==> config.mk <==
export PLATFORM = sky130hd
export DESIGN_NAME = score_bcd_display
export DESIGN_NICKNAME = d
export VERILOG_FILES = /design/src/rtl/score_bcd_display.sv
export SDC_FILE = /design/constraint.sdc
export NUM_CORES = 1
export LEC_CHECK = 0
export CAP_MARGIN = 25
export CORE_UTILIZATION = 54
export CTS_BUF_LIST = sky130_fd_sc_hd__clkbuf_16
export CTS_CLUSTER_DIAMETER = 150
export CTS_CLUSTER_SIZE = 25
export DETAILED_ROUTE_END_ITERATION = 8
export PLACE_DENSITY = 0.81
export SYNTH_ARGS = -nofsm -noshare
export SYNTH_HDL_FRONTEND = slang
export SYNTH_SLANG_ARGS = --single-unit
export TNS_END_PERCENT = 20
==> constraint.sdc <==
create_clock -name clk -period 1.85 [get_ports clk]
set_input_delay 0.185 -clock clk [delete_from_list [all_inputs] [get_ports clk]]
set_output_delay 0.185 -clock clk [all_outputs]
set_load 0.01 [all_outputs]
==> src/rtl/score_bcd_display.sv <==
// Sequential binary-to-BCD converter (shift-add-3, one bit per clock) with
// overflow saturation, leading-zero blanking and active-low seven-segment drive.
//
// state | meaning
// IDLE  | waiting for start; outputs hold the last result
// SHIFT | one add-3/shift step per clock over all BIN_W input bits
// LOAD  | saturate or copy scratch digits to outputs, pulse done
module score_bcd_display #(
    parameter int BIN_W    = 8,
    parameter int DIGITS   = 3,
    parameter int BLANK_LZ = 1
) (
    input  logic                clk,
    input  logic                resetn,
    input  logic                start,
    input  logic [BIN_W-1:0]    bin_in,
    output logic                busy,
    output logic                done,
    output logic                overflow,
    output logic [4*DIGITS-1:0] bcd_out,
    output logic [7*DIGITS-1:0] seg_out
);

    function automatic int dec_digits(input int w);
        int v;
        int n;
        v = (1 << w) - 1;
        n = 0;
        while (v > 0) begin
            v = v / 10;
            n = n + 1;
        end
        return n;
    endfunction

    // Always keep at least one nibble above DIGITS so overflow has something to inspect.
    localparam int LOG_NIB = dec_digits(BIN_W) + 1;
    localparam int SCR_NIB = (LOG_NIB > DIGITS) ? LOG_NIB : DIGITS + 1;
    localparam int SCR_W   = 4 * SCR_NIB;
    localparam int CNT_W   = $clog2(BIN_W + 1);
    localparam logic [DIGITS-1:0] BLANK_RST = (BLANK_LZ != 0) ? ~DIGITS'(1) : '0;

    typedef enum logic [1:0] {IDLE, SHIFT, LOAD} state_t;

    state_t              state, state_nxt;
    logic [BIN_W-1:0]    shreg;
    logic [SCR_W-1:0]    scratch, scratch_adj;
    logic [CNT_W-1:0]    cnt;
    logic [DIGITS-1:0]   blank, blank_nxt;
    logic [4*DIGITS-1:0] bcd_nxt;
    logic                ovf_nxt;
    logic                all_zero;

    function automatic logic [6:0] seg7(input logic [3:0] d);
        case (d)
            4'd0:    return 7'b1000000;
            4'd1:    return 7'b1111001;
            4'd2:    return 7'b0100100;
            4'd3:    return 7'b0110000;
            4'd4:    return 7'b0011001;
            4'd5:    return 7'b0010010;
            4'd6:    return 7'b0000010;
            4'd7:    return 7'b1111000;
            4'd8:    return 7'b0000000;
            4'd9:    return 7'b0010000;
            default: return 7'b1111111;
        endcase
    endfunction

    always_ff @(posedge clk or negedge resetn) begin
        if (!resetn) state <= IDLE;
        else         state <= state_nxt;
    end

    always_comb begin
        state_nxt = state;
        case (state)
            IDLE:    if (start) state_nxt = SHIFT;
            SHIFT:   if (cnt == CNT_W'(1)) state_nxt = LOAD;
            LOAD:    state_nxt = IDLE;
            default: state_nxt = IDLE;
        endcase
    end

    always_comb begin
        scratch_adj = scratch;
        for (int k = 0; k < SCR_NIB; k++) begin
            if (scratch[4*k +: 4] >= 4'd5) scratch_adj[4*k +: 4] = scratch[4*k +: 4] + 4'd3;
        end
        ovf_nxt = |scratch[SCR_W-1:4*DIGITS];
        bcd_nxt = ovf_nxt ? {DIGITS{4'h9}} : scratch[4*DIGITS-1:0];
        // Walk down from the top digit; blanking stops at the first nonzero one.
        blank_nxt = '0;
        all_zero  = 1'b1;
        for (int k = DIGITS - 1; k >= 1; k--) begin
            if (bcd_nxt[4*k +: 4] != 4'd0) all_zero = 1'b0;
            blank_nxt[k] = (BLANK_LZ != 0) && all_zero;
        end
    end

    always_ff @(posedge clk or negedge resetn) begin
        if (!resetn) begin
            shreg    <= '0;
            scratch  <= '0;
            cnt      <= '0;
            done     <= 1'b0;
            overflow <= 1'b0;
            bcd_out  <= '0;
            blank    <= BLANK_RST;
        end else begin
            done <= 1'b0;
            case (state)
                IDLE: begin
                    if (start) begin
                        shreg   <= bin_in;
                        scratch <= '0;
                        cnt     <= CNT_W'(BIN_W);
                    end
                end
                SHIFT: begin
                    {scratch, shreg} <= {scratch_adj, shreg} << 1;
                    cnt              <= cnt - CNT_W'(1);
                end
                LOAD: begin
                    bcd_out  <= bcd_nxt;
                    overflow <= ovf_nxt;
                    blank    <= blank_nxt;
                    done     <= 1'b1;
                end
                default: ;
            endcase
        end
    end

    assign busy = (state != IDLE);

    always_comb begin
        seg_out = '0;
        for (int k = 0; k < DIGITS; k++) begin
            seg_out[7*k +: 7] = blank[k] ? 7'b1111111 : seg7(bcd_out[4*k +: 4]);
        end
    end

endmodule

==> summary.txt, run 1 <==
status = complete, no violations
top cell type's share of synthesized area = 0.389
Placer Congestion = 0.863
post-synthesis cell count = 308
number of synthesized register bits = 46
slew margin rel. = 0.653
Hold Path Class = in -> async
slowest CP cell = dfrtp_1
syn_nets = 345
Reg2Reg Depth = 6
DR WL met3 = 202 um
Setup Skew = 0.00479 ns
setup total negative slack = 0 ns
Routed met1 length = 2.75 mm
share of layout cells above drive strength 1 = 0.139
Placed Area = 3410 um^2
Die Y = 74.4 um
final setup vio count = 0
fmax = 565 MHz
Rows = 25
number of global-route vias before repair = 2,330
highest routed layer = met4
worst reg2reg path endpoint = scratch[6]
Synth warnings = 0
Crit Path Max Fanout = 3
Diodes inserted = 0
Initial Util = 0.580
pwr dens = 1860 nW/um^2
final net count = 403
Worst setup EP type = output pin
Clock Path Buffers = 2
Least-Margin Pin Slew = 0.521 ns
power share of the clock group = 0.167
Flop pwr share = 0.271
Period minus WS final = 1.77 ns
leak pwr = 0.00171 uW
Final ANT Viol Nets = 0
sequential area share after synthesis = 0.407
worst path arrival time = 1.59 ns
fraction of registers with async set/reset = 1.00
pre-CTS WS = 0.0525 ns
Setup WS post-layout = 0.0787 ns
worst r2r src = scratch[4]
CP Cell Sequence = buf_4 -> ha_1 -> nor2b_1 -> o21bai_1 -> dlygate4sd2_1
Die Footprint = 5540 um^2
clk_lat worst skew = 0.29 ns
Synth area leaders = dfrtp_1, ha_1, a21oi_1
area growth from synthesis to layout = 28.8%
DR DRC count = 0
IR Drop Worst-Case VDD = 1.00 mV
Final Core Density = 0.747
via count = 2,380
Comb power frac = 0.562
first-pass GRT wire length = 10.3 mm
Post-Syn Area = 2830 um^2
EDFF count, synth = 0
Internal Power = 4090 uW
TritonCTS Buffers = 5
commonest cells after routing, fill and taps aside = dfrtp_1, a21oi_1, ha_1
Initial DRC Count = 98
Worst Setup Start Kind = flip-flop
pin count of the biggest net entering global routing = 26
Worst Path Required = 1.66 ns
Crit path largest cell delay = 0.41 ns
Final Hold Fails = 0
Cell variety after synth = 40
TritonCTS clock tree = built
reg2reg setup slack = 0.21 ns
mean area per synthesized cell = 9.19 um^2
CP Class = reg -> out
multi-input logic area = 1540 um^2
Seq. cell area = 1160 um^2
final cycle utilization of the critical path = 0.957
Fillers = 389
MaxCap Viol Count = 0
clk slew on worst S/H paths = 0.06 ns
RSZ-0062 raised after global routing = yes
GRT Util Overall = 0.242
io pins = 47
Avg WL per Cell = 14.2 um
Root Driver = clkbuf_16
Max Slew Vio Count = 0
most common flop cell mapped by yosys = dfrtp_1
Final Routed Wirelength = 6.16 mm
Die X = 74.4 um
antenna violations before repair = 0
DR pass1 iterations = 4
Net Sw Frac = 0.396
cell area after layout = 3650 um^2
CTS sink cnt = 46
commonest non-fill, non-tap cell in the layout = dfrtp_1
net switching power = 2680 uW
WL met2 = 3.07 mm
Tot Pwr = 6770 uW
H-tree levels = 2
# port buffers = 46
largest area contributor in the netlist = dfrtp_1
core area = 4880 um^2
dpl hpwl = 4.27 mm
Overflow after GRT = 0
vias per cell = 5.48
-- final cells by class --
cell class | count | area share
inverter | 19 | 0.0216
clock buffer | 5 | 0.0343
multi-input combinational | 227 | 0.421
sequential | 46 | 0.318
tap | 67 | 0.0230
timing repair buffer | 67 | 0.165
clock inverter | 3 | 0.0175
-- kinds of logic (layout without fill, tap and decap cells) --
| family | Yosys count | after routing | synth area share |
|---|---|---|---|
| buffers and inverters | 35 | 94 | 0.0566 |
| adders and majority gates | 26 | 26 | 0.115 |
| DFF | 46 | 46 | 0.407 |
| xor gates and xnor gates | 6 | 6 | 0.0186 |
| muxes | 3 | 3 | 0.0106 |
| AOI/OAI and AO/OA | 98 | 98 | 0.220 |
| and+or+nand+nor | 94 | 94 | 0.172 |
-- power by group through the flow --
stage	combinational (uW)	sequential (uW)	clock, uW
after floorplan	2390	1750	0
after global placement	3790	1830	0
after detailed placement	3910	1840	0
after CTS	3710	1840	1140
after global routing	4260	1900	1180
final	3800	1840	1130
-- per-stage QoR --
stage / hold WS (ns) / cells
final: 0.415 / 434
after global routing: 0.462 / 434
after CTS: 0.415 / 429
after detailed placement: 0.184 / 419
after global placement: 0.184 / 419
after floorplan: -0.111 / 308
-- cell usage after synthesis, types with 2 or more instances --
cell	count
dfrtp_1	44
a21oi_1	29
ha_1	26
nand2b_1	23
nor2_1	23
nand2_1	21
o21ai_0	21
inv_1	18
o22ai_1	11
clkbuf_1	8
nor3b_1	8
a22o_1	6
nor2b_1	6
o21bai_1	6
a21o_1	5
a32o_1	5
buf_2	5
xnor2_1	5
o31ai_1	4
a22oi_1	3
mux2i_1	3
o22a_1	3
or2_2	3
a31oi_1	2
and3_1	2
buf_4	2
dfstp_2	2
nand3_1	2
-- what timing repair did --
action,4_1_cts,5_1_grt
endpoints found under the hold margin,20,0
pin swaps,1,0
gates resized for setup,32,11
endpoints found under the setup margin,21,11
hold buffers,1,0
setup buffers,1,5
gates cloned,0,0
-- layer usage --
layer	global-route usage	up-vias
met5	0	-
met4	0.0734	0
met3	0.0420	11
met2	0.431	55
met1	0.298	1128
li1	-	1186
-- flip-flops by register name (all words and copies together), names as in the netlist --
| register | cells |
|---|---|
| shreg | 8 |
| cnt | 4 |
| done | 1 |
| bcd_out | 12 |
| overflow | 1 |
| blank | 2 |
| scratch | 16 |
| state | 2 |
-- worst max-delay path by stage --
stage / from / to / slack, ns / depth (start not counted)
finish: bcd_out[8] / seg_out[19] / 0.08 / 5
global route: bcd_out[1] / seg_out[4] / -0.04 / 7
CTS: bcd_out[4] / seg_out[7] / -0.15 / 5
detailed placement: bcd_out[1] / seg_out[3] / 0.05 / 6
global placement: bcd_out[1] / seg_out[3] / 0.07 / 6
floorplan: bcd_out[1] / seg_out[0] / 0.37 / 5
-- worst max-delay path: cells and delay by family (launching register included) --
kind                     cells  cell delay [ns]
AO/OA/AOI/OAI                1             0.10
adder cells (fa/ha/maj)      1             0.19
buffers and inverters        2             0.44
flip-flops                   1             0.41
AND/OR/NAND/NOR              1             0.16
(Power assumes the default switching activity.)
==> run 2: changes to the inputs <==
CORE_ASPECT_RATIO = 1.25   (was default)
TNS_END_PERCENT = 30   (was 20)
==> summary.txt, run 2 (synthesis results as in run 1) <==
status = complete, no violations
area growth from synthesis to layout = 27.4%
Placer Congestion = 0.805
io pins = 47
reg2reg setup slack = 0.20 ns
Crit path largest cell delay = 0.43 ns
biggest regs = scratch x16, bcd_out x12, shreg x8
Root Driver = clkbuf_16
final cycle utilization of the critical path = 0.966
IR Drop Worst-Case VDD = 0.919 mV
Crit Path Max Fanout = 4
core area = 5040 um^2
worst reg2reg path endpoint = scratch[2]
Final ANT Viol Nets = 0
Rows = 29
Worst Setup Start Kind = flip-flop
Initial Util = 0.561
Hold Path Class = in -> async
vias per cell = 5.61
final net count = 405
MaxCap Viol Count = 0
CP Buf/Inv Count = 2
CP Cell Sequence = inv_2 -> ha_1 -> nand2_1 -> a21o_1 -> dlygate4sd2_1
clk slew on worst S/H paths = 0.06 ns
share of layout cells above drive strength 1 = 0.136
Initial DRC Count = 57
Final Routed Wirelength = 6.27 mm
final setup vio count = 0
cell area after layout = 3610 um^2
H-tree levels = 2
CP Launch Point = bcd_out[4]
Worst Path Required = 1.66 ns
first-pass GRT wire length = 10.9 mm
CTS sink cnt = 46
Period minus WS final = 1.79 ns
setup total negative slack = 0 ns
DR DRC count = 0
slowest CP cell = dfrtp_1
dpl hpwl = 4.39 mm
CP Class = reg -> out
TritonCTS Buffers = 5
Worst setup EP type = output pin
TritonCTS clock tree = built
# port buffers = 46
GRT Util Overall = 0.252
commonest cells after routing, fill and taps aside = dfrtp_1, a21oi_1, ha_1
CP delay by family, top = flip-flops
CP Depth = 5
clk_lat worst skew = 0.29 ns
worst r2r src = scratch[0]
Least-Margin Pin Slew = 0.563 ns
Die X = 66.8 um
Diodes inserted = 0
number of global-route vias before repair = 2,456
fmax = 559 MHz
leak pwr = 0.00169 uW
Overflow after GRT = 0
DR pass1 iterations = 4
Max Slew Vio Count = 0
Reg2Reg Depth = 6
antenna violations before repair = 0
pwr dens = 1800 nW/um^2
worst path arrival time = 1.60 ns
Clock Path Buffers = 2
Die Footprint = 5540 um^2
Setup Skew = 0.00608 ns
via count = 2,420
Placed Area = 3390 um^2
Die Y = 83.0 um
pin count of the biggest net entering global routing = 25
max reg flops = 16
Avg WL per Cell = 14.5 um
Final Hold Fails = 0
slew margin rel. = 0.624
Most flops, register = scratch
commonest non-fill, non-tap cell in the layout = dfrtp_1
RSZ-0062 raised after global routing = yes
==> run 2: power breakdown <==
group,leakage [uW],switching [uW],internal [uW]
clock,0.0000724,354,488
sequential,0.000583,459,1420
combinational,0.00103,1850,1930
total,0.00169,2660,3830
==> run 2: area by class of cell <==
class | count | area (um^2)
Clock inverter | 3 | 12.5
Clock buffer | 5 | 125
Tap cell | 62 | 77.6
Multi-Input combinational cell | 227 | 1530
Sequential cell | 46 | 1160
Inverter | 19 | 78.8
Fill cell | 383 | 1440
Timing Repair Buffer | 69 | 623
==> run 2: worst reg2reg max path, delay by kind of cell, from the launching register on <==
kind | cells | cell delay, ns
buffers and inverters | 1 | 0.15
adders and majority gates | 1 | 0.21
DFF | 1 | 0.41
AOI/OAI and AO/OA | 2 | 0.56
muxes | 1 | 0.14
and+or+nand+nor | 1 | 0.07
==> run 2: worst max-delay path by stage <==
stage | end | slack [ns]
2_1_floorplan | seg_out[0] | 0.37
3_3_place_gp | seg_out[18] | 0.07
3_5_place_dp | seg_out[7] | 0.04
4_1_cts | seg_out[0] | 0.003
5_1_grt | seg_out[17] | -0.01
6_report | seg_out[10] | 0.06
==> run 2: through the flow <==
stage,utilization,hold slack [ns],power (uW),setup slack (ns),instances
CTS,0.710,0.431,6440,0.00274,429
floorplan,-,-0.111,4140,0.374,308
global route,0.715,0.474,7050,-0.0131,431
detailed placement,0.673,0.200,5760,0.0443,413
finish,0.715,0.433,6490,0.0621,431
global placement,0.673,0.191,5610,0.0659,413
==> run 2: timing repair <==
item / CTS / global route
setup endpoints to repair: 21 / 12
setup buffers: 7 / 2
endpoints found under the hold margin: 22 / 0
cloned: 0 / 0
gates resized for setup: 31 / 10
pin swaps: 0 / 2
hold buffers: 1 / 0
==> run 2: layer usage <==
layer,global-route usage,vias up,wire [um]
met5,0,-,0
met4,0.0890,0,150
met3,0.0343,18,187
met2,0.458,63,3380
met1,0.290,1147,2550
li1,-,1192,-
